`src/rtl/clock_ctl_pkg.sv`:
```
// Shared types and helpers for the reference-clock switchover sequencer.
package clock_ctl_pkg;

  typedef enum logic [2:0] {
    SW_IDLE,
    SW_PULSE,
    SW_WAIT,
    SW_HOLDOFF,
    SW_FAULT
  } sw_state_t;

  typedef enum logic {
    CLK_MASTER = 1'b0,
    CLK_SLAVE  = 1'b1
  } clk_sel_t;

  // Bits needed to hold values 0..maxValue, never less than one.
  function automatic int cntWidth(input int maxValue);
    return (maxValue < 2) ? 1 : $clog2(maxValue + 1);
  endfunction

endpackage

```
`src/rtl/bit_sync.sv`:
```
// Two-flop synchronizer for a single asynchronous status bit; resets to 0.
module bit_sync (
  input  logic clk,
  input  logic reset_n,
  input  logic asyncIn,
  output logic syncOut
);

  logic metaFlop;

  always_ff @(posedge clk or negedge reset_n) begin
    if (!reset_n) begin
      metaFlop <= 1'b0;
      syncOut  <= 1'b0;
    end else begin
      metaFlop <= asyncIn;
      syncOut  <= metaFlop;
    end
  end

endmodule

```
`src/rtl/clock_switch_sequencer.sv`:
```
// Master/slave reference-clock switchover sequencer for the PLL clk_switch input.
// Optional feature: define CLOCK_SWITCH_STATS_EN to add switch_count / fail_count outputs.
module clock_switch_sequencer
  import clock_ctl_pkg::*;
#(
  parameter int GOOD_CYCLES    = 1024,
  parameter int PULSE_CYCLES   = 4,
  parameter int SETTLE_CYCLES  = 256,
  parameter int HOLDOFF_CYCLES = 64,
  parameter int RETRY_LIMIT    = 3
) (
  input  logic        clk,
  input  logic        reset_n,
  input  logic        allow_slave,
  input  logic        active_clock,
  input  logic        slave_clock_bad,
  input  logic        fault_clear,
  output logic        clk_switch,
  output logic        busy,
  output logic        on_slave,
  output logic        slave_ok,
  output logic        fault
`ifdef CLOCK_SWITCH_STATS_EN
  ,
  output logic [15:0] switch_count,
  output logic [7:0]  fail_count
`endif
);

  localparam int GOOD_W   = cntWidth(GOOD_CYCLES);
  localparam int PULSE_W  = cntWidth(PULSE_CYCLES);
  localparam int SETTLE_W = cntWidth(SETTLE_CYCLES);
  localparam int HOLD_W   = cntWidth(HOLDOFF_CYCLES);
  localparam int RETRY_W  = cntWidth(RETRY_LIMIT);

  localparam logic [GOOD_W-1:0]   GOOD_MAX    = GOOD_W'(GOOD_CYCLES);
  localparam logic [PULSE_W-1:0]  PULSE_LOAD  = PULSE_W'(PULSE_CYCLES - 1);
  localparam logic [SETTLE_W-1:0] SETTLE_LOAD = SETTLE_W'(SETTLE_CYCLES - 1);
  localparam logic [HOLD_W-1:0]   HOLD_LOAD   = HOLD_W'(HOLDOFF_CYCLES - 1);
  localparam logic [RETRY_W-1:0]  RETRY_MAX   = RETRY_W'(RETRY_LIMIT);

  sw_state_t            state;
  clk_sel_t             expectedSel;
  clk_sel_t             currentSel;
  clk_sel_t             targetSel;
  logic                 activeSync;
  logic                 slaveBadSync;
  logic [GOOD_W-1:0]    goodCnt;
  logic [PULSE_W-1:0]   pulseCnt;
  logic [SETTLE_W-1:0]  settleCnt;
  logic [HOLD_W-1:0]    holdCnt;
  logic [RETRY_W-1:0]   retryCnt;
  logic [RETRY_W-1:0]   retryNext;
  logic                 request;
  logic                 attemptOk;
  logic                 attemptTimeout;

  bit_sync uActiveSync (
    .clk     (clk),
    .reset_n (reset_n),
    .asyncIn (active_clock),
    .syncOut (activeSync)
  );

  bit_sync uSlaveBadSync (
    .clk     (clk),
    .reset_n (reset_n),
    .asyncIn (slave_clock_bad),
    .syncOut (slaveBadSync)
  );

  assign on_slave = activeSync;

  // The slave must be continuously good for GOOD_CYCLES before we trust it.
  always_ff @(posedge clk or negedge reset_n) begin
    if (!reset_n) begin
      goodCnt <= '0;
    end else if (slaveBadSync) begin
      goodCnt <= '0;
    end else if (goodCnt != GOOD_MAX) begin
      goodCnt <= goodCnt + GOOD_W'(1);
    end
  end

  assign slave_ok   = (goodCnt == GOOD_MAX);
  assign currentSel = clk_sel_t'(activeSync);
  assign targetSel  = (allow_slave && slave_ok) ? CLK_SLAVE : CLK_MASTER;

  // A bad slave suppresses requests entirely; leaving a dead slave is the PLL's job.
  assign request        = slave_ok && (currentSel != targetSel);
  assign attemptOk      = (state == SW_WAIT) && (currentSel == expectedSel);
  assign attemptTimeout = (state == SW_WAIT) && !attemptOk && (settleCnt == '0);
  assign retryNext      = retryCnt + RETRY_W'(1);

  always_ff @(posedge clk or negedge reset_n) begin
    if (!reset_n) begin
      state       <= SW_IDLE;
      expectedSel <= CLK_MASTER;
      pulseCnt    <= '0;
      settleCnt   <= '0;
      holdCnt     <= '0;
      retryCnt    <= '0;
      clk_switch  <= 1'b0;
      busy        <= 1'b0;
      fault       <= 1'b0;
    end else begin
      unique case (state)
        SW_IDLE: begin
          if (request) begin
            expectedSel <= (currentSel == CLK_SLAVE) ? CLK_MASTER : CLK_SLAVE;
            pulseCnt    <= PULSE_LOAD;
            clk_switch  <= 1'b1;
            busy        <= 1'b1;
            state       <= SW_PULSE;
          end
        end
        SW_PULSE: begin
          if (pulseCnt == '0) begin
            clk_switch <= 1'b0;
            settleCnt  <= SETTLE_LOAD;
            state      <= SW_WAIT;
          end else begin
            pulseCnt <= pulseCnt - PULSE_W'(1);
          end
        end
        // A match on the final settle cycle still counts as success.
        SW_WAIT: begin
          if (attemptOk) begin
            retryCnt <= '0;
            holdCnt  <= HOLD_LOAD;
            state    <= SW_HOLDOFF;
          end else if (attemptTimeout) begin
            retryCnt <= retryNext;
            if (retryNext == RETRY_MAX) begin
              busy  <= 1'b0;
              fault <= 1'b1;
              state <= SW_FAULT;
            end else begin
              holdCnt <= HOLD_LOAD;
              state   <= SW_HOLDOFF;
            end
          end else begin
            settleCnt <= settleCnt - SETTLE_W'(1);
          end
        end
        SW_HOLDOFF: begin
          if (holdCnt == '0) begin
            busy  <= 1'b0;
            state <= SW_IDLE;
          end else begin
            holdCnt <= holdCnt - HOLD_W'(1);
          end
        end
        SW_FAULT: begin
          if (fault_clear) begin
            retryCnt <= '0;
            fault    <= 1'b0;
            state    <= SW_IDLE;
          end
        end
        default: begin
          state <= SW_IDLE;
        end
      endcase
    end
  end

`ifdef CLOCK_SWITCH_STATS_EN
  // Lifetime statistics survive fault_clear; only reset zeroes them.
  always_ff @(posedge clk or negedge reset_n) begin
    if (!reset_n) begin
      switch_count <= '0;
      fail_count   <= '0;
    end else begin
      if (attemptOk && (switch_count != 16'hFFFF)) begin
        switch_count <= switch_count + 16'd1;
      end
      if (attemptTimeout && (fail_count != 8'hFF)) begin
        fail_count <= fail_count + 8'd1;
      end
    end
  end
`endif

endmodule

```
`config.mk`:
```
export PLATFORM = sky130hd
export DESIGN_NAME = clock_switch_sequencer
export DESIGN_NICKNAME = d
export VERILOG_FILES = /design/src/rtl/clock_ctl_pkg.sv /design/src/rtl/bit_sync.sv /design/src/rtl/clock_switch_sequencer.sv
export SDC_FILE = /design/constraint.sdc
export NUM_CORES = 1
export LEC_CHECK = 0
export ABC_AREA = 1
export CORE_MARGIN = 2
export CORE_UTILIZATION = 35
export DETAILED_ROUTE_END_ITERATION = 7
export HOLD_SLACK_MARGIN = 0.02
export SLEW_MARGIN = 20
export SYNTH_ARGS = -nofsm -noshare
export SYNTH_HDL_FRONTEND = slang
export SYNTH_SLANG_ARGS = --single-unit
```
`constraint.sdc`:
```
create_clock -name clk -period 4.5 [get_ports clk]
set_clock_uncertainty 0.15 [all_clocks]
set_input_delay 1.35 -clock clk [delete_from_list [all_inputs] [get_ports clk]]
set_output_delay 1.35 -clock clk [all_outputs]
set_load 0.01 [all_outputs]
```
## Yosys cells after proc, flatten, opt, wreduce, memory -nomap -nowiden

Index checks and enable logic that the tools add are counted.

| storage, ports and cells | value |
|---|---|
| bits in registers | 43 |
| bits in latches | 0 |
| RAM bits | 0 |
| ROM bits | 0 |
| input bits | 6 |
| word-level logic and storage cells | 106 |
| memories | 0 |

| operators by class | value |
|---|---|
| add/subtract/negate cells | 5 |
| multipliers | 0 |
| divide/modulo/power cells | 0 |
| $lt $le $gt $ge | 0 |
| equality and inequality tests | 21 |
| shifts and indexed selects | 0 |
| multiplexer cells | 41 |
| bitwise operators | 0 |
| reduce and logical (&&, ||, !) cells | 25 |

Operators with widths:

| operator | count |
|---|---|
| two-way mux 7 bit | 4 |
| two-way mux 3 bit | 9 |
| two-way mux 9 bit | 3 |
| two-way mux 11 bit | 2 |
| inequality test 2 bit, second input constant | 9 |
| case mux 9 bit (2 select lines) | 1 |
| case mux 3 bit (5 select lines) | 1 |
| case mux 7 bit (2 select lines) | 1 |
| two-way mux 1 bit | 12 |
| adder 11 x 1 -> 11 bit, second input constant | 1 |
| == test 11 bit, second input constant | 1 |
| inequality test 11 bit, second input constant | 1 |
| AND reduction 5 bit | 2 |
| nonzero test 2 bit | 5 |
| logical NOT 9 bit | 1 |
| AND reduction 3 bit | 3 |
| subtractor 9 x 1 -> 9 bit, second input constant | 1 |
| AND reduction 4 bit | 2 |
| logical NOT 7 bit | 1 |
| subtractor 7 x 1 -> 7 bit, second input constant | 1 |
| == test 3 x 2 -> 1 bit, second input constant | 2 |
| logical NOT 3 bit | 2 |
| two-way mux 2 bit | 3 |
| inequality test 3 bit, second input constant | 2 |
| other kinds (17) | 22 |

## Logic depth before layout (Yosys ltp)

Gate-level depths: netlist of the first run.

| logic depth | value |
|---|---|
| depth after elaboration | 8 |
| gate-level depth with buffers | 11 |

## Cells and area by module

Synthesis of the first run repeated with hierarchy kept, for this count alone.

| second synthesis, totals | value |
|---|---|
| cell total of the unflattened synthesis | 296 |
| area, all modules | 2401.1 um^2 |

By module, submodules not included:

| module | times used | cells an instance | area an instance (um^2) |
|---|---|---|---|
| clock_switch_sequencer | 1 | 292 | 2301.0 |
| bit_sync | 2 | 2 | 50.0 |

## Worst setup path before layout of the first run

No wires, ideal clock.

| timing | value |
|---|---|
| kind | register to output |
| start point | reg goodCnt[0] |
| end point | out slave_ok |
| arrival | 0.981 ns |
| data required time | 3.000 ns |
| setup slack | 2.019 ns |
| cell stages (with the launch flop) | 7 |
| path buffers | 0 |
| path through | dfrtp_1 > inv_1 > ha_1 > nand2_1 > nor2_1 > nand2_1 > inv_1 |

| on the way | value |
|---|---|
| longest elaborated chain between the ends | 1 |

Ends and longest elaborated chain:

| element | RTL line | RTL |
|---|---|---|
| from (decl) | clock_switch_sequencer.sv:48 | `logic [GOOD_W-1:0] goodCnt;` |
| from (signal assigned) | clock_switch_sequencer.sv:81 | `goodCnt <= goodCnt + GOOD_W'(1);` |
| == test 11 bit | clock_switch_sequencer.sv:85 | `assign slave_ok = (goodCnt == GOOD_MAX);` |
| to (decl) | clock_switch_sequencer.sv:21 | `output logic slave_ok,` |

No other way between the ends.

## Final worst setup path of the first run

Ends and elaborated chain as after synthesis.

==> results_dict.tcl, run 1 <==
set metrics [dict create \
    synthMuxAreaShare_pct 0 \
    postCtsSetupRepairBufs 0 \
    cp_max_fo 6 \
    place_ws_ns 1.41 \
    htree_levels 2 \
    layout_setup_ws_ns 1.10 \
    start_util_pct 36.6 \
    cts_made_buffers 5 \
    fin_crit_sh_pct 75.6 \
    power_density_nw_per_um2 517 \
    critPathLaunchType "register" \
    track_usage_pct 13.1 \
    hold_ws_ns 0.200 \
    p_switching_mw 0.542 \
    wirelength_met1_microns 2140 \
    switching_share_pct 40.2 \
    antenna_found_initial 0 \
    syn2layout_area_growth_pct 11.0 \
    ir_drop_mv 0.283 \
    p_seq_share_pct 41.5 \
    clk_pin_slew_worst_paths_ns 0.07 \
    comb_power_share_pct 40.0 \
    cts_buffer_depth 2 \
    cts_resized 0 \
    grt.overflow.total 0 \
    postSynthAreaPerCell_sq_um 8.05 \
    drt-wirelength-per-cell_microns 11.1 \
    drv_cap 0 \
    hold_viol 0 \
    drt-initial-drc-count 125 \
    cts_root_buf "clkbuf_8" \
    clock-sinks 43 \
    antenna_left 0 \
    hp-class "reg -> reg" \
    path_cells "inv_1 > ha_1 > nand2_1 > nor2_1 > nand2_1 > inv_1 > clkdlybuf4s50_1" \
    core_area_sq_um 6420 \
    ys_ff_latch 43 \
    path_buf_inv 3 \
    route.met3.wl_microns 161 \
    remaining_drc_errors 0 \
    cp.required_ns 3.00 \
    worst-slew-pin-transition_ns 0.558 \
    rows 29 \
    layout-drive-gt1-share_pct 8.14 \
    setup_violations 0 \
    top_layer "met4" \
    status "completed" \
    synth-xor-area-share_pct 4.47 \
    grt_max_degree 44 \
    finalWirelength_microns 4270 \
    maxSlewHeadroom_pct 62.8 \
    clk_latency_ns 0.30 \
    endpoint_kind "output pin" \
    via_per_inst 4.81 \
    cp_top_family "buffers and inverters" \
    die_y_microns 86.0 \
    worstSetupPathType "reg -> out" \
    p_int_mw 0.808 \
    synthAdderAreaFrac_pct 4.26 \
    setup_tns_ns 0 \
    dr_total_vias 1848 \
    slew_violations 0 \
    synth_cell_types 26 \
    wl_met2_microns 1910 \
    synth-compound-area-share_pct 10.6 \
    worstPathArrival_ns 1.90 \
    yosys.area_share.simple_pct 26.6 \
    synth_top_family_by_area "simple AND/OR/NAND/NOR gates" \
    grt_pass1_vias 1741 \
    leakage_nw 1.30 \
    slowest_delay_ns 0.56 \
    die_area_sq_um 7390 \
    cts_hold_buffers 0 \
    synth_nets 306 \
    rsz0062_at_grt "false" \
    p_clk_share_pct 18.5 \
    ys_seq_area_share_pct 45.8 \
    grt_pass1_wl_microns 7770 \
    synth.cell_area_sq_um 2350 \
    top_level_ports 11 \
    dp_hpwl_microns 3120 \
    slowest_stage "clkdlybuf4s50_1" \
    port-buffer-count 10 \
    first_pass_iters 4 \
    place_congestion 0.782 \
    clock.fmax_mhz 294 \
    nets 321 \
    cts_tree "yes" \
    syn_inst 292 \
    ys_warn_count 0 \
    fin_crit_ns 3.40 \
    die_x_microns 86.0 \
    diodes 0 \
]
[metrics by stage]
step / util (%) / total power [mW] / cell area, sq um / std cells
floorplan: - / 1.01 / 2350 / 292
global placement: 39.2 / 1.11 / 2520 / 377
detailed placement: 39.2 / 1.12 / 2520 / 377
CTS: 40.6 / 1.37 / 2610 / 384
global route: 40.6 / 1.49 / 2610 / 384
finish: 40.6 / 1.35 / 2610 / 384
[power groups by stage]
| stage | clock network [mW] | logic [mW] | registers, mW |
|---|---|---|---|
| final | 0.250 | 0.539 | 0.561 |
| after CTS | 0.262 | 0.550 | 0.561 |
| after global routing | 0.273 | 0.641 | 0.576 |
| after floorplan | 0 | 0.455 | 0.558 |
| after global placement | 0 | 0.543 | 0.567 |
| after detailed placement | 0 | 0.548 | 0.569 |
[logic make-up (layout without fill, tap and decap cells)]
kind of cell / count (synthesis) / count (layout)
xor+xnor: 12 / 12
flops: 43 / 43
fa+ha+maj: 8 / 8
compound gates: 43 / 43
buf+inv: 48 / 63
simple gates: 138 / 138
[worst register-to-register path, delay by kind of cell, from the launching register on]
family / cells / cell delay (ns)
compound gates: 1 / 0.05
fa+ha+maj: 1 / 0.18
buf+inv: 1 / 0.08
flops: 1 / 0.40
simple gates: 6 / 0.92
[path summary, 6_finish.rpt]
kind                       slack, ns  cells after the start                  end                  from
min reg2reg                     0.20                      0  uActiveSync.syncOut  uActiveSync.metaFlop
min in group asynchronous       0.90                      1         settleCnt[2]               reset_n
max in group asynchronous       2.92                      1          pulseCnt[0]               reset_n
min                             0.20                      0  uActiveSync.syncOut  uActiveSync.metaFlop
max                             1.10                      7             slave_ok            goodCnt[0]
max reg2reg                     2.62                      9           holdCnt[3]          settleCnt[0]
[cell usage in the layout (no fill, tap or decap), drive strengths merged, types with 5 or more instances in the layout]
cell	n
xor2	8
clkdlybuf4s50	9
ha	8
nor3	7
a21oi	14
clkbuf	6
nand3	23
nand4	5
nor2	29
nand2	72
o21ai	26
inv	46
dfrtp	43
[state kept, by name (all words and copies together), names as in the netlist, 2 cells and up]
register / cells
goodCnt: 11
pulseCnt: 3
settleCnt: 9
retryCnt: 2
holdCnt: 7
state: 3
[final cells by class]
type                            instances  area [sq um]
Fill cell                             639          3810
Multi-Input combinational cell        201          1080
Sequential cell                        43          1080
Inverter                               46           173
Timing Repair Buffer                   10          97.6
Tap cell                               77          96.3
Clock buffer                            6          82.6
Clock inverter                          1          5.00
[metal layers]
metal  global-route usage (%)  vias up
li1                         -      961
met1                     17.9      856
met2                     20.6       26
met3                     2.60        5
met4                     4.62        0
met5                        0        -
[synth_stat cells]
library cell,instances,area share (%)
nand2_1,69,11
inv_1,45,7.2
dfrtp_1,43,46
nor2_1,25,4.0
nand3_1,21,4.5
a21oi_1,14,3.0
o21ai_0,14,3.0
ha_1,8,4.3
xor2_1,8,3.0
nor3_1,7,1.5
o21ai_1,6,1.3
o21ai_2,6,2.2
nand4_1,5,1.3
xnor2_1,4,1.5
buf_6,2,0.96
nand2_2,2,0.53
nand3b_1,2,0.64
nor2_2,2,0.53
nor2_4,2,0.96
a211oi_1,1,0.32
a22oi_2,1,0.53
a31oi_1,1,0.27
inv_2,1,0.16
nand2_4,1,0.48
nand3_2,1,0.43
nand3_4,1,0.75
Note: power is estimated with default switching activity, not from simulation.
==> run 2, diff against run 1 <==
clock period = 3.6 ns   (was 4.5 ns; I/O delays follow)
==> run 2 against run 1 <==
Highest routed layer unchanged. Combinational power increased by 26%. Via count up 1.5%. Clock power rose by 26%. Hold slack hardly changed. Global-route usage grew 0.12 points.
==> results_dict.tcl, run 2 (synthesis gave the netlist of run 1 again) <==
set metrics [dict create \
    top_regs "goodCnt: 11 flops, settleCnt: 9 flops, holdCnt: 7 flops" \
    setup.worst_path.end "slave_ok" \
    drt-initial-drc-count 120 \
    cts_made_buffers 5 \
    reg2reg_slack_ns 1.73 \
    clock-sinks 43 \
    syn2layout_area_growth_pct 11.0 \
    slew_violations 0 \
    grt_pass1_vias 1776 \
    reg2reg_from "settleCnt[0]" \
    power_density_nw_per_um2 650 \
    worst-slew-pin-transition_ns 0.556 \
    comb_power_share_pct 40.1 \
    maxSlewHeadroom_pct 62.9 \
    dp_hpwl_microns 3120 \
    setup_violations 0 \
    cts_resized 0 \
    remaining_drc_errors 0 \
    dpl_cell_area_sq_um 2520 \
    core_area_sq_um 6420 \
    use_met1_pct 17.3 \
    grtUsageMet2_pct 21.1 \
    setup_tns_ns 0 \
    rows 29 \
    antenna_left 0 \
    layout_setup_ws_ns 0.460 \
    layout-drive-gt1-share_pct 8.14 \
    switching_share_pct 40.4 \
    rsz0062_at_grt "false" \
    diodes 0 \
    first_pass_iters 4 \
    p_seq_share_pct 41.3 \
    die_x_microns 86.0 \
    grtUsageMet3_pct 3.08 \
    ir_drop_mv 0.369 \
    finalWirelength_microns 4270 \
    gr-max-usage-layer "met2" \
    postCtsSetupRepairBufs 0 \
    status "completed" \
    top_level_ports 11 \
    worstSetupPathType "reg -> out" \
    cp.required_ns 2.37 \
    nets 321 \
    worstRegToRegCells 9 \
    cts_buffer_depth 2 \
    track_usage_pct 13.2 \
    hp-class "reg -> reg" \
    port-buffer-count 10 \
    p_int_mw 1.01 \
    r2r_end "holdCnt[3]" \
    p_clk_share_pct 18.6 \
    die_y_microns 86.0 \
    largest_reg_flops 11 \
    clock.fmax_mhz 318 \
    start_util_pct 36.6 \
    fin_area_sq_um 2610 \
    hold_viol 0 \
    fin_crit_sh_pct 87.2 \
    clk_latency_ns 0.30 \
    die_area_sq_um 7390 \
    final_cell_mix "nand2_1 (69), inv_1 (45), dfrtp_1 (43), nor2_1 (25), nand3_1 (21)" \
    drt-wirelength-per-cell_microns 11.1 \
    p_switching_mw 0.685 \
    top_register "goodCnt" \
    cp-startpoint "goodCnt[0]" \
    critPathLaunchType "register" \
    fin_crit_ns 3.14 \
    antenna_found_initial 0 \
    htree_levels 2 \
    dr_total_vias 1876 \
    via_per_inst 4.89 \
    layout_commonest_cell "nand2_1" \
    leakage_nw 1.30 \
    p_total_mw 1.70 \
    drv_cap 0 \
    cts_hold_buffers 0 \
    place_ws_ns 0.784 \
    grt.overflow.total 0 \
    cts_root_buf "clkbuf_8" \
    cp_max_fo 6 \
    grt_pass1_wl_microns 7780 \
    place_congestion 0.782 \
    clk_pin_slew_worst_paths_ns 0.07 \
    endpoint_kind "output pin" \
    grt_max_degree 44 \
    worstPathArrival_ns 1.91 \
    cts_tree "yes" \
]
==> run 2: per-layer routing <==
layer | wire length [microns] | up-vias
met2 | 1920 | 23
met3 | 109 | 5
met5 | 0 | -
met1 | 2160 | 886
li1 | - | 962
met4 | 75 | 0
==> run 2: per-stage QoR <==
stage	std cells	util [%]	hold WS, ns
2_1_floorplan	292	-	0.181
3_3_place_gp	377	39.2	0.182
4_1_cts	384	40.6	0.203
3_5_place_dp	377	39.2	0.185
6_report	384	40.6	0.201
5_1_grt	384	40.6	0.216
==> run 2: cell type report <==
type / count / area (sq um)
multi-input cells: 201 / 1080
well taps: 77 / 96.3
repair buffers: 10 / 97.6
clock inverters: 1 / 5.00
flip-flops and latches: 43 / 1080
inverters: 46 / 173
clock buffers: 6 / 82.6
fillers: 645 / 3810
==> run 2: worst min path at each step <==
stage                    startpoint             endpoint  slack (ns)  cells after the start
3_5_place_dp   uActiveSync.metaFlop  uActiveSync.syncOut        0.18                      0
4_1_cts        uActiveSync.metaFlop  uActiveSync.syncOut        0.20                      0
5_1_grt        uActiveSync.metaFlop  uActiveSync.syncOut        0.22                      0
6_report       uActiveSync.metaFlop  uActiveSync.syncOut        0.20                      0
3_3_place_gp   uActiveSync.metaFlop  uActiveSync.syncOut        0.18                      0
2_1_floorplan  uActiveSync.metaFlop  uActiveSync.syncOut        0.18                      0
==> run 2: critical path, stage by stage, from the launching register on <==
cell and delay, ns:
dfrtp_1 0.39, inv_1 0.10, ha_1 0.15, nand2_1 0.05
nor2_1 0.13, nand2_1 0.09, inv_1 0.15, clkdlybuf4s50_1 0.56
==> run 2: power by group through the flow <==
stage | Clock, mW | Combinational, mW | Sequential (mW)
after floorplan | 0 | 0.569 | 0.697
after global placement | 0 | 0.679 | 0.708
after detailed placement | 0 | 0.686 | 0.710
after CTS | 0.329 | 0.689 | 0.701
after global routing | 0.343 | 0.801 | 0.720
final | 0.315 | 0.680 | 0.700
==> run 3, diff against run 2 <==
CAP_MARGIN = 20   (was unset)
==> results of run 3 <==
Final layout, timing and power as in run 2 (identical DEF).
